==> src/rtl/interrupt_sequencer_if.sv <==
// Bus, stack-pointer and PC hand-off signals shared between interrupt_sequencer and the CPU core.
// The sequencer side is the bus master while busy; the core side drives status and memory data.
interface interrupt_sequencer_if;
    logic        rdy;
    logic        irq;
    logic        nmi;
    logic        opcode_boundary;
    logic [15:0] pc;
    logic [7:0]  sp;
    logic [6:0]  status;
    logic [7:0]  data_in;

    logic        busy;
    logic [15:0] address;
    logic        rw;
    logic [7:0]  data_out;
    logic        sp_dec;
    logic        pc_load;
    logic [15:0] pc_value;
    logic        set_i;

    modport master (
        input  rdy, irq, nmi, opcode_boundary, pc, sp, status, data_in,
        output busy, address, rw, data_out, sp_dec, pc_load, pc_value, set_i
    );

    modport slave (
        output rdy, irq, nmi, opcode_boundary, pc, sp, status, data_in,
        input  busy, address, rw, data_out, sp_dec, pc_load, pc_value, set_i
    );
endinterface

==> src/rtl/interrupt_sequencer.sv <==
// 6502 reset/NMI/IRQ entry sequencer: takes the bus at an opcode boundary, pushes PC and P,
// fetches the vector and hands the new PC back. Priority is reset > NMI > IRQ.
module interrupt_sequencer (
    input  logic                  clk,
    input  logic                  res,
    interrupt_sequencer_if.master bus
);

    typedef enum logic [3:0] {
        StReset,
        StRst1,
        StRst2,
        StRst3,
        StIdle,
        StPushPch,
        StPushPcl,
        StPushP,
        StVecLo,
        StVecHi,
        StLoad
    } state_e;

    typedef enum logic [1:0] {
        VecReset = 2'd0,
        VecNmi   = 2'd1,
        VecIrq   = 2'd2
    } vec_sel_e;

    state_e      state_q, state_d;
    vec_sel_e    vec_sel_q, vec_sel_d;
    logic        nmi_prev_q, nmi_prev_d;
    logic        nmi_pend_q, nmi_pend_d;
    logic [15:0] pc_saved_q, pc_saved_d;
    logic [7:0]  vec_lo_q, vec_lo_d;
    logic [7:0]  vec_hi_q, vec_hi_d;

    logic        irq_pend;
    logic        nmi_fall;
    logic [15:0] stack_addr;
    logic [15:0] vec_base;
    logic [7:0]  status_byte;
    logic        unused_status_b;

    assign irq_pend    = !bus.irq && !bus.status[2];
    assign nmi_fall    = nmi_prev_q && !bus.nmi;
    assign stack_addr  = {8'h01, bus.sp};
    // The pushed P always carries bit 5 set and the break bit clear for hardware entries.
    assign status_byte = {bus.status[6:5], 2'b10, bus.status[3:0]};
    assign unused_status_b = bus.status[4];

    always_comb begin
        case (vec_sel_q)
            VecNmi:  vec_base = 16'hFFFA;
            VecIrq:  vec_base = 16'hFFFE;
            default: vec_base = 16'hFFFC;
        endcase
    end

    always_ff @(posedge clk) begin
        if (res) begin
            state_q    <= StReset;
            nmi_prev_q <= 1'b1;
            nmi_pend_q <= 1'b0;
            vec_sel_q  <= VecReset;
            pc_saved_q <= 16'h0000;
            vec_lo_q   <= 8'h00;
            vec_hi_q   <= 8'h00;
        end else begin
            state_q    <= state_d;
            nmi_prev_q <= nmi_prev_d;
            nmi_pend_q <= nmi_pend_d;
            vec_sel_q  <= vec_sel_d;
            pc_saved_q <= pc_saved_d;
            vec_lo_q   <= vec_lo_d;
            vec_hi_q   <= vec_hi_d;
        end
    end

    always_comb begin
        state_d    = state_q;
        nmi_prev_d = bus.nmi;
        nmi_pend_d = nmi_pend_q;
        vec_sel_d  = vec_sel_q;
        pc_saved_d = pc_saved_q;
        vec_lo_d   = vec_lo_q;
        vec_hi_d   = vec_hi_q;

        if (bus.rdy) begin
            unique case (state_q)
                StReset: state_d = StRst1;
                StRst1:  state_d = StRst2;
                StRst2:  state_d = StRst3;
                StRst3:  state_d = StVecLo;
                StIdle: begin
                    if (bus.opcode_boundary && (nmi_pend_q || irq_pend)) begin
                        pc_saved_d = bus.pc;
                        state_d    = StPushPch;
                        if (nmi_pend_q) begin
                            vec_sel_d  = VecNmi;
                            nmi_pend_d = 1'b0;
                        end else begin
                            vec_sel_d  = VecIrq;
                        end
                    end
                end
                StPushPch: state_d = StPushPcl;
                StPushPcl: state_d = StPushP;
                StPushP: begin
                    state_d = StVecLo;
                    // A late NMI steals an IRQ entry that has not yet fetched its vector.
                    if (vec_sel_q == VecIrq && nmi_pend_q) begin
                        vec_sel_d  = VecNmi;
                        nmi_pend_d = 1'b0;
                    end
                end
                StVecLo: begin
                    vec_lo_d = bus.data_in;
                    state_d  = StVecHi;
                end
                StVecHi: begin
                    vec_hi_d = bus.data_in;
                    state_d  = StLoad;
                end
                StLoad:  state_d = StIdle;
                default: state_d = StReset;
            endcase
        end

        // Edge detection keeps running through rdy stalls; a new edge wins over a clear.
        if (nmi_fall) begin
            nmi_pend_d = 1'b1;
        end
    end

    always_comb begin
        bus.busy     = 1'b1;
        bus.address  = 16'h0000;
        bus.rw       = 1'b1;
        bus.data_out = 8'h00;
        bus.sp_dec   = 1'b0;
        bus.pc_load  = 1'b0;
        bus.pc_value = 16'h0000;
        bus.set_i    = 1'b0;

        unique case (state_q)
            StIdle: bus.busy = 1'b0;
            StRst1, StRst2, StRst3: begin
                bus.address = stack_addr;
                bus.sp_dec  = 1'b1;
            end
            StPushPch: begin
                bus.address  = stack_addr;
                bus.rw       = 1'b0;
                bus.data_out = pc_saved_q[15:8];
                bus.sp_dec   = 1'b1;
            end
            StPushPcl: begin
                bus.address  = stack_addr;
                bus.rw       = 1'b0;
                bus.data_out = pc_saved_q[7:0];
                bus.sp_dec   = 1'b1;
            end
            StPushP: begin
                bus.address  = stack_addr;
                bus.rw       = 1'b0;
                bus.data_out = status_byte;
                bus.sp_dec   = 1'b1;
            end
            StVecLo: bus.address = vec_base;
            StVecHi: bus.address = vec_base | 16'h0001;
            StLoad: begin
                bus.pc_load  = 1'b1;
                bus.set_i    = 1'b1;
                bus.pc_value = {vec_hi_q, vec_lo_q};
            end
            default: ;
        endcase
    end

endmodule

==> src/flat_wrapper.sv <==
// flat-port wrapper written by rule: the top's interface ports become plain ports
module interrupt_sequencer_flat 
  (clk, res, bus_rdy, bus_irq, bus_nmi, bus_opcode_boundary, bus_pc, bus_sp, bus_status, bus_data_in, bus_busy, bus_address, bus_rw, bus_data_out, bus_sp_dec, bus_pc_load, bus_pc_value, bus_set_i);
  interrupt_sequencer_if bus_i ();
  input  logic clk;
  input  logic res;
  input wire logic [$bits(bus_i.rdy)-1:0] bus_rdy;
  input wire logic [$bits(bus_i.irq)-1:0] bus_irq;
  input wire logic [$bits(bus_i.nmi)-1:0] bus_nmi;
  input wire logic [$bits(bus_i.opcode_boundary)-1:0] bus_opcode_boundary;
  input wire logic [$bits(bus_i.pc)-1:0] bus_pc;
  input wire logic [$bits(bus_i.sp)-1:0] bus_sp;
  input wire logic [$bits(bus_i.status)-1:0] bus_status;
  input wire logic [$bits(bus_i.data_in)-1:0] bus_data_in;
  output wire logic [$bits(bus_i.busy)-1:0] bus_busy;
  output wire logic [$bits(bus_i.address)-1:0] bus_address;
  output wire logic [$bits(bus_i.rw)-1:0] bus_rw;
  output wire logic [$bits(bus_i.data_out)-1:0] bus_data_out;
  output wire logic [$bits(bus_i.sp_dec)-1:0] bus_sp_dec;
  output wire logic [$bits(bus_i.pc_load)-1:0] bus_pc_load;
  output wire logic [$bits(bus_i.pc_value)-1:0] bus_pc_value;
  output wire logic [$bits(bus_i.set_i)-1:0] bus_set_i;
  assign bus_i.rdy = bus_rdy;
  assign bus_i.irq = bus_irq;
  assign bus_i.nmi = bus_nmi;
  assign bus_i.opcode_boundary = bus_opcode_boundary;
  assign bus_i.pc = bus_pc;
  assign bus_i.sp = bus_sp;
  assign bus_i.status = bus_status;
  assign bus_i.data_in = bus_data_in;
  assign bus_busy = bus_i.busy;
  assign bus_address = bus_i.address;
  assign bus_rw = bus_i.rw;
  assign bus_data_out = bus_i.data_out;
  assign bus_sp_dec = bus_i.sp_dec;
  assign bus_pc_load = bus_i.pc_load;
  assign bus_pc_value = bus_i.pc_value;
  assign bus_set_i = bus_i.set_i;
  interrupt_sequencer u_core (.clk(clk), .res(res), .bus(bus_i));
endmodule
==> config.mk <==
export PLATFORM = sky130hd
export DESIGN_NAME = interrupt_sequencer_flat
export DESIGN_NICKNAME = d
export VERILOG_FILES = /design/src/rtl/interrupt_sequencer_if.sv /design/src/rtl/interrupt_sequencer.sv /design/src/flat_wrapper.sv
export SDC_FILE = /design/constraint.sdc
export NUM_CORES = 1
export LEC_CHECK = 0
export ABC_CLOCK_PERIOD_IN_PS = 3070
export CAP_MARGIN = 20
export CORE_AREA = 5 5 74 76
export DETAILED_ROUTE_END_ITERATION = 10
export DIE_AREA = 0 0 79 81
export PLACE_DENSITY = 0.83
export SYNTH_ARGS = -nofsm -noshare
export SYNTH_HDL_FRONTEND = slang
export SYNTH_SLANG_ARGS = --single-unit
==> constraint.sdc <==
create_clock -name clk -period 3.07 [get_ports clk]
set_input_delay 0.4605 -clock clk [delete_from_list [all_inputs] [get_ports clk]]
set_output_delay 0.4605 -clock clk [all_outputs]
set_load 0.05 [all_outputs]
==> insert_results.sql, run 1 <==
INSERT INTO impl_metrics (metric_group, metric, value, unit) VALUES
('status', 'status', 'finished, final reports clean', ''),
('layout', 'layout-drive-gt1-share', '17.89', '%'),
('critical_path', 'path_max_fanout', '12', ''),
('die', 'die-width', '79', 'um'),
('power', 'ir_worst_vdd', '0.2529', 'mV'),
('critical_path', 'reg2regPathDepth', '4', ''),
('cts', 'cts_hold_repair.buffers', '0', ''),
('placement', 'place.detailed.hpwl', '4105', 'um'),
('timing', 'drv_slew', '0', ''),
('placement', 'place.detailed.instances', '360', ''),
('timing', 'final.min_clock_period', '2.853', 'ns'),
('placement', 'detailedPlace.worstSlack', '0.5256', 'ns'),
('timing', 'final.period_utilization', '92.94', '%'),
('die', 'fp.coreArea', '0.004661', 'sq mm'),
('cts', 'cts_tree', 'built', ''),
('cts', 'cts_root_buffer', 'sky130_fd_sc_hd__clkbuf_8', ''),
('critical_path', 'setup.worst_path.start_class', 'flop', ''),
('critical_path', 'crit_path_end', 'bus_address[12]', ''),
('grt', 'pin_count_of_the_biggest_net_entering_global_routing', '22', ''),
('run', 'max-cap-violations', '0', ''),
('layout', 'fill_cell_instance_count_of_the_final_layout', '375', ''),
('layout', 'synthToLayoutAreaGrowth', '55.97', '%'),
('power', 'clkPwrFrac', '26.8', '%'),
('critical_path', 'slowest_delay', '0.85', 'ns'),
('critical_path', 'crit_family', 'buffers and inverters', ''),
('cts', 'worst_skew_pair.late_latency', '0.28', 'ns'),
('timing', 'rsz0062_at_grt', 'no', ''),
('power', 'fin_total_pwr', '1.195', 'mW'),
('critical_path', 'crit_type', 'reg2out', ''),
('timing', 'fmax', '0.3505', 'GHz'),
('logic_synthesis', 'synth_area_per_cell', '8.657', 'sq um'),
('timing', 'final.setup.tns', '0', 'ns'),
('critical_path', 'data_arrival_time_of_the_critical_path', '2.39', 'ns'),
('critical_path', 'cp_slowest_cell', 'sky130_fd_sc_hd__clkdlybuf4s50_1', ''),
('power', 'sw_frac_of_total', '31.33', '%'),
('cts', 'numClockSinks', '40', ''),
('layout', 'finalNetCount', '360', ''),
('logic_synthesis', 'part_of_the_yosys_area_used_for_sequential_elements', '39.36', '%'),
('power', 'comb_power_share', '28.1', '%'),
('placement', 'portBuffers', '88', ''),
('timing', 'post-route-worst-setup-slack', '0.2167', 'ns'),
('detailed_routing', 'detail_route.wl_per_cell', '14.64', 'um'),
('critical_path', 'crit_path_start', 'u_core.state_q[3]', ''),
('logic_synthesis', 'synthDistinctLibCells', '35', ''),
('power', 'power.share.sequential', '45.1', '%'),
('cts', 'cts.reportedPaths.clkPinSlew', '0.07', 'ns'),
('logic_synthesis', 'mappedNetlistNets', '282', ''),
('detailed_routing', 'firstDrtPassIters', '4', ''),
('critical_path', 'reg2reg_setup_slack', '1.07', 'ns'),
('power', 'internal_power', '820.3', 'uW'),
('timing', 'final.hold.worst_slack', '0.4587', 'ns'),
('grt', 'grt_first_pass_wirelength', '8411', 'um'),
('placement', 'post_dp_cell_area', '0.003095', 'sq mm'),
('logic_synthesis', 'synth_async_sr_flop_share', '0', '%'),
('detailed_routing', 'dr.first_iter.drc_count', '153', ''),
('cts', 'htreeDepth', '2', ''),
('grt', 'grt-ovfl-total', '0', ''),
('detailed_routing', 'ant_nets', '0', ''),
('die', 'floorplan.io_pins', '90', ''),
('hold_path', 'hp-class', 'reg2reg', ''),
('logic_synthesis', 'synth-edff-count', '0', ''),
('die', 'dieArea', '0.006399', 'sq mm'),
('layout', 'final_cells', '367', ''),
('timing', 'hold_viol', '0', ''),
('detailed_routing', 'final_wirelength', '5374', 'um'),
('logic_synthesis', 'synth_seq_cells', '40', ''),
('layout', 'inserted_diodes', '0', ''),
('logic_synthesis', 'synth.cell_area', '0.002034', 'sq mm'),
('grt', 'groute.usage.overall', '17.08', '%'),
('grt', 'grt_antenna_before_repair', '0', ''),
('cts', 'numCtsBuffers', '5', '');
==> cells in the final DEF (no fill, tap or decap), drive strengths merged, types with 2 or more instances in the layout <==
cell type and count:
mux2 6, and3b 2, inv 5, nor2b 2
clkbuf 6, nor2 47, a221oi 2, nor3 2
o21ai 6, nand4 2, mux2i 32, and2 17
clkdlybuf4s50 55, o21bai 2, nand2 21, ha 2
a22oi 6, dfxtp 40, a21oi 5, buf 40
==> area by class of cell <==
| cell class | instances | area, sq um | area share [%] |
|---|---|---|---|
| clock inverter | 1 | 5.005 | 0.1577 |
| multi-input combinational | 166 | 1082 | 34.11 |
| sequential | 40 | 800.8 | 25.24 |
| timing repair buffer | 95 | 1126 | 35.49 |
| clock buffer | 6 | 72.57 | 2.287 |
| inverter | 5 | 18.77 | 0.5915 |
| tap | 54 | 67.56 | 2.129 |
==> synthesized netlist by cell type (all sizes together), types with 5 or more instances <==
| cell type | n | area share [%] |
|---|---|---|
| mux2i | 32 | 16 |
| a22oi | 6 | 2.2 |
| clkbuf | 9 | 1.7 |
| mux2 | 6 | 3.3 |
| nor2 | 47 | 9.5 |
| o21ai | 6 | 1.5 |
| dfxtp | 40 | 39 |
| inv | 5 | 0.92 |
| a21oi | 5 | 1.2 |
| buf | 15 | 4.9 |
| nand2 | 21 | 3.9 |
| and2 | 17 | 5.2 |
==> worst min-delay path by stage <==
stage	slack, ns	cells after the start	end	startpoint
2_1_floorplan	0.43	2	u_core.nmi_pend_q	u_core.nmi_prev_q
3_3_place_gp	0.44	2	u_core.nmi_pend_q	u_core.nmi_prev_q
5_1_grt	0.50	2	u_core.nmi_pend_q	u_core.nmi_prev_q
4_1_cts	0.46	2	u_core.nmi_pend_q	u_core.nmi_prev_q
6_report	0.46	2	u_core.nmi_pend_q	u_core.nmi_prev_q
3_5_place_dp	0.44	2	u_core.nmi_pend_q	u_core.nmi_prev_q
==> kinds of logic after synthesis <==
| kind of cell | after synthesis | synth area share, % |
|---|---|---|
| simple gates | 100 | 24.23 |
| flops | 40 | 39.36 |
| mux | 38 | 19.07 |
| buf+inv | 29 | 7.441 |
| compound gates | 26 | 8.672 |
| fa+ha+maj | 2 | 1.230 |
==> worst min-delay path: cells and delay by family (launching register included) <==
family | cells | cell delay (ns)
compound gates | 1 | 0.05
flops | 1 | 0.31
simple gates | 1 | 0.07
==> registers in the layout (all words and copies together) (netlist names) <==
register / flops
u_core.nmi_pend_q: 1
u_core.vec_lo_q: 8
u_core.nmi_prev_q: 1
u_core.pc_saved_q: 16
u_core.state_q: 4
u_core.vec_hi_q: 8
u_core.vec_sel_q: 2
==> per-layer routing <==
layer	GRT usage [%]	up-vias	part of all wire [%]
met2	30.56	71	51
met5	0	-	0
li1	-	930	-
met1	18.69	862	40
met4	7.388	0	2.1
met3	5.211	8	7.5
==> power groups by stage <==
stage | Combinational (mW) | Clock [mW] | Sequential [mW]
6_report | 0.336 | 0.320 | 0.539
5_1_grt | 0.356 | 0.353 | 0.540
4_1_cts | 0.337 | 0.329 | 0.538
3_5_place_dp | 0.336 | 0 | 0.550
3_3_place_gp | 0.332 | 0 | 0.550
2_1_floorplan | 0.216 | 0 | 0.542
No activity file was read; power rests on OpenSTA's default activity.
==> run 2: changes to the inputs <==
--- a/config.mk
+++ b/config.mk
@@ -7,10 +7,11 @@
 export LEC_CHECK = 0
 export ABC_CLOCK_PERIOD_IN_PS = 3070
 export CAP_MARGIN = 20
-export CORE_AREA = 5 5 74 76
+export CORE_AREA = 5 5 83 85
 export DETAILED_ROUTE_END_ITERATION = 10
-export DIE_AREA = 0 0 79 81
-export PLACE_DENSITY = 0.83
+export DIE_AREA = 0 0 88 90
+export PLACE_DENSITY = 0.67
+export SLEW_MARGIN = 10
 export SYNTH_ARGS = -nofsm -noshare
 export SYNTH_HDL_FRONTEND = slang
 export SYNTH_SLANG_ARGS = --single-unit
==> run 2 against run 1 <==
Flip-flop and latch count unchanged; sequential power about the same; wire length down 3.2%; final cell count up 6.5%; core utilization down 15 points; count of clock-buffer cells in the layout up 2; hold slack worse by 0.0026 ns; register-to-register slack about the same.
==> insert_results.sql, run 2 (same netlist as run 1, synthesis figures left out) <==
INSERT INTO impl_metrics (metric_group, metric, value, unit) VALUES
('die', 'floorplan.io_pins', '90', ''),
('layout', 'utilization', '53.19', '%'),
('layout', 'fill_cell_instance_count_of_the_final_layout', '575', ''),
('detailed_routing', 'vias_per_cell', '4.673', ''),
('power', 'pwr_density_cell', '374.8', 'mW/mm^2'),
('cts', 'postCtsSetupBuffers', '0', ''),
('critical_path', 'crit_type', 'reg2out', ''),
('placement', 'detailedPlace.worstSlack', '0.5219', 'ns'),
('critical_path', 'data_arrival_time_of_the_critical_path', '2.41', 'ns'),
('critical_path', 'reg2reg_setup_slack', '1.08', 'ns'),
('grt', 'groute.usage.overall', '13.37', '%'),
('timing', 'worst_slew_pin_slew', '0.9070', 'ns'),
('die', 'initial_utilization', '33.18', '%'),
('detailed_routing', 'detail_route.drc_violations', '0', ''),
('critical_path', 'reg2regPathDepth', '4', ''),
('layout', 'max_ffs_per_register', '16', ''),
('die', 'fp.coreArea', '0.006132', 'sq mm'),
('critical_path', 'r2r_start', 'u_core.state_q[3]', ''),
('cts', 'numClockSinks', '40', ''),
('detailed_routing', 'dr.first_iter.drc_count', '94', ''),
('layout', 'top_regs', 'u_core.pc_saved_q x16, u_core.vec_hi_q x8, u_core.vec_lo_q x8', ''),
('placement', 'portBuffers', '88', ''),
('timing', 'setup_viols_final', '0', ''),
('run', 'max-cap-violations', '0', ''),
('grt', 'grt_first_pass_wirelength', '8487', 'um'),
('placement', 'post_dp_cell_area', '0.003172', 'sq mm'),
('grt', 'grt_pass1_vias', '1804', ''),
('layout', 'mostFrequentLayoutCell', 'sky130_fd_sc_hd__clkdlybuf4s50_1', ''),
('layout', 'inserted_diodes', '0', ''),
('timing', 'final.period_utilization', '93.62', '%'),
('layout', 'stdcell_area', '0.003262', 'sq mm'),
('detailed_routing', 'final_wirelength', '5202', 'um'),
('cts', 'cts_root_buffer', 'sky130_fd_sc_hd__clkbuf_8', ''),
('layout', 'layout-drive-gt1-share', '18.15', '%'),
('cts', 'cts_hold_repair.buffers', '0', ''),
('layout', 'synthToLayoutAreaGrowth', '60.33', '%'),
('hold_path', 'worstHoldPathCells', '2', ''),
('cts', 'cts_tree', 'built', ''),
('cts', 'clockBufferDepth', '2', ''),
('timing', 'final.setup.tns', '0', 'ns'),
('timing', 'final.hold.worst_slack', '0.4561', 'ns'),
('detailed_routing', 'detail_route.wl_per_cell', '13.30', 'um'),
('power', 'power_leakage', '1.386', 'nW'),
('timing', 'final.min_clock_period', '2.874', 'ns'),
('power', 'fin_total_pwr', '1.222', 'mW'),
('hold_path', 'worstHoldEndpoint', 'u_core.nmi_pend_q', ''),
('critical_path', 'regToRegEndpoint', 'u_core.vec_lo_q[3]', ''),
('die', 'dieArea', '0.007920', 'sq mm'),
('detailed_routing', 'ant_nets', '0', ''),
('placement', 'place.detailed.hpwl', '3963', 'um'),
('grt', 'grt_antenna_before_repair', '0', ''),
('cts', 'worst_skew_pair.late_latency', '0.29', 'ns'),
('critical_path', 'path_max_fanout', '12', ''),
('critical_path', 'slowest_delay', '0.84', 'ns'),
('placement', 'gpl.final_weighted_congestion', '0.7664', ''),
('grt', 'pin_count_of_the_biggest_net_entering_global_routing', '24', ''),
('layout', 'final_cells', '391', ''),
('cts', 'cts.reportedPaths.clkPinSlew', '0.07', 'ns'),
('critical_path', 'crit_path_cell_trace', 'or3b_4 -> inv_1 -> clkdlybuf4s50_1', ''),
('detailed_routing', 'routed-via-count', '1827', ''),
('detailed_routing', 'firstDrtPassIters', '4', ''),
('critical_path', 'critPathRequiredTime', '2.61', 'ns'),
('die', 'row_count', '29', ''),
('cts', 'cts-resized-gates', '0', ''),
('timing', 'fmax', '0.3479', 'GHz'),
('critical_path', 'cp_slowest_cell', 'sky130_fd_sc_hd__clkdlybuf4s50_1', ''),
('critical_path', 'worstSetupEndpointType', 'output port', ''),
('timing', 'post-route-worst-setup-slack', '0.1959', 'ns'),
('cts', 'htreeDepth', '2', ''),
('timing', 'finalClockSkew', '0.005962', 'ns'),
('timing', 'rsz0062_at_grt', 'no', ''),
('die', 'die-width', '88', 'um'),
('layout', 'final_cell_mix', '54 x sky130_fd_sc_hd__clkdlybuf4s50_1, 46 x sky130_fd_sc_hd__nor2_1, 40 x sky130_fd_sc_hd__dfxtp_1', ''),
('power', 'ir_worst_vdd', '0.2274', 'mV'),
('layout', 'finalNetCount', '360', ''),
('hold_path', 'hp-class', 'reg2reg', ''),
('die', 'floorplan.die.height', '90', 'um'),
('hold_path', 'holdCritStartpoint', 'u_core.nmi_prev_q', ''),
('placement', 'place.detailed.instances', '383', ''),
('grt', 'grt-ovfl-total', '0', ''),
('timing', 'drv_slew', '0', ''),
('status', 'status', 'finished, final reports clean', ''),
('cts', 'numCtsBuffers', '5', ''),
('timing', 'hold_viol', '0', ''),
('layout', 'max_flop_register', 'u_core.pc_saved_q', ''),
('timing', 'timing.max_slew.rel_slack', '39.35', '%'),
('critical_path', 'setup.worst_path.start_class', 'flop', '');
## run 2: cell count changes in the layout (fill, tap and decap cells not counted), sizes merged
cell           previous run  this run
clkbuf                    6         8
clkinv                    1         0
buf                      40        41
clkdlybuf4s50            55        54
## run 2: metal layers
| layer | part of all wire, % | GRT usage [%] |
|---|---|---|
| met1 | 43 | 16.96 |
| met2 | 47 | 21.17 |
| met3 | 8.2 | 4.022 |
| met4 | 1.3 | 4.859 |
| met5 | 0 | 0 |
## run 2: cell type report
cell class	instances	area, sq um	share of cell area, %
repair buffers	95	1174	35.98
inverters	5	18.77	0.5754
clock buffers	8	90.09	2.762
well taps	77	96.34	2.954
flip-flops and latches	40	800.8	24.55
multi-input cells	166	1082	33.18
## run 2: worst max-delay path by stage
stage / start / endpoint / slack (ns) / depth (start not counted)
4_1_cts: u_core.state_q[3] / bus_address[13] / 0.19 / 3
3_5_place_dp: u_core.state_q[3] / bus_address[13] / 0.52 / 3
6_report: u_core.state_q[3] / bus_address[15] / 0.20 / 3
2_1_floorplan: u_core.state_q[1] / bus_address[1] / 0.48 / 4
5_1_grt: u_core.state_q[3] / bus_address[13] / 0.06 / 3
3_3_place_gp: u_core.state_q[3] / bus_address[10] / 0.56 / 3
## run 2: critical path: cells and delay by family (launching register included)
kind                   cells  cell delay (ns)
flip-flops                 1             0.54
buffers and inverters      2             1.04
AND/OR/NAND/NOR            1             0.53
## run 2: power by group
group / total [mW] / leakage [nW] / internal, mW / switching, mW
combinational: 0.332 / 1.02 / 0.136 / 0.196
clock: 0.353 / 0.0455 / 0.183 / 0.170
sequential: 0.538 / 0.323 / 0.527 / 0.0109
total: 1.22 / 1.39 / 0.846 / 0.377
==> run 3: changes to the inputs <==
--- a/config.mk
+++ b/config.mk
@@ -11,6 +11,7 @@
 export DETAILED_ROUTE_END_ITERATION = 10
 export DIE_AREA = 0 0 88 90
 export PLACE_DENSITY = 0.67
+export SKIP_CTS_REPAIR_TIMING = 1
 export SLEW_MARGIN = 10
 export SYNTH_ARGS = -nofsm -noshare
 export SYNTH_HDL_FRONTEND = slang
==> results of run 3 <==
No change in the layout: final DEF, timing and power equal those of run 2.
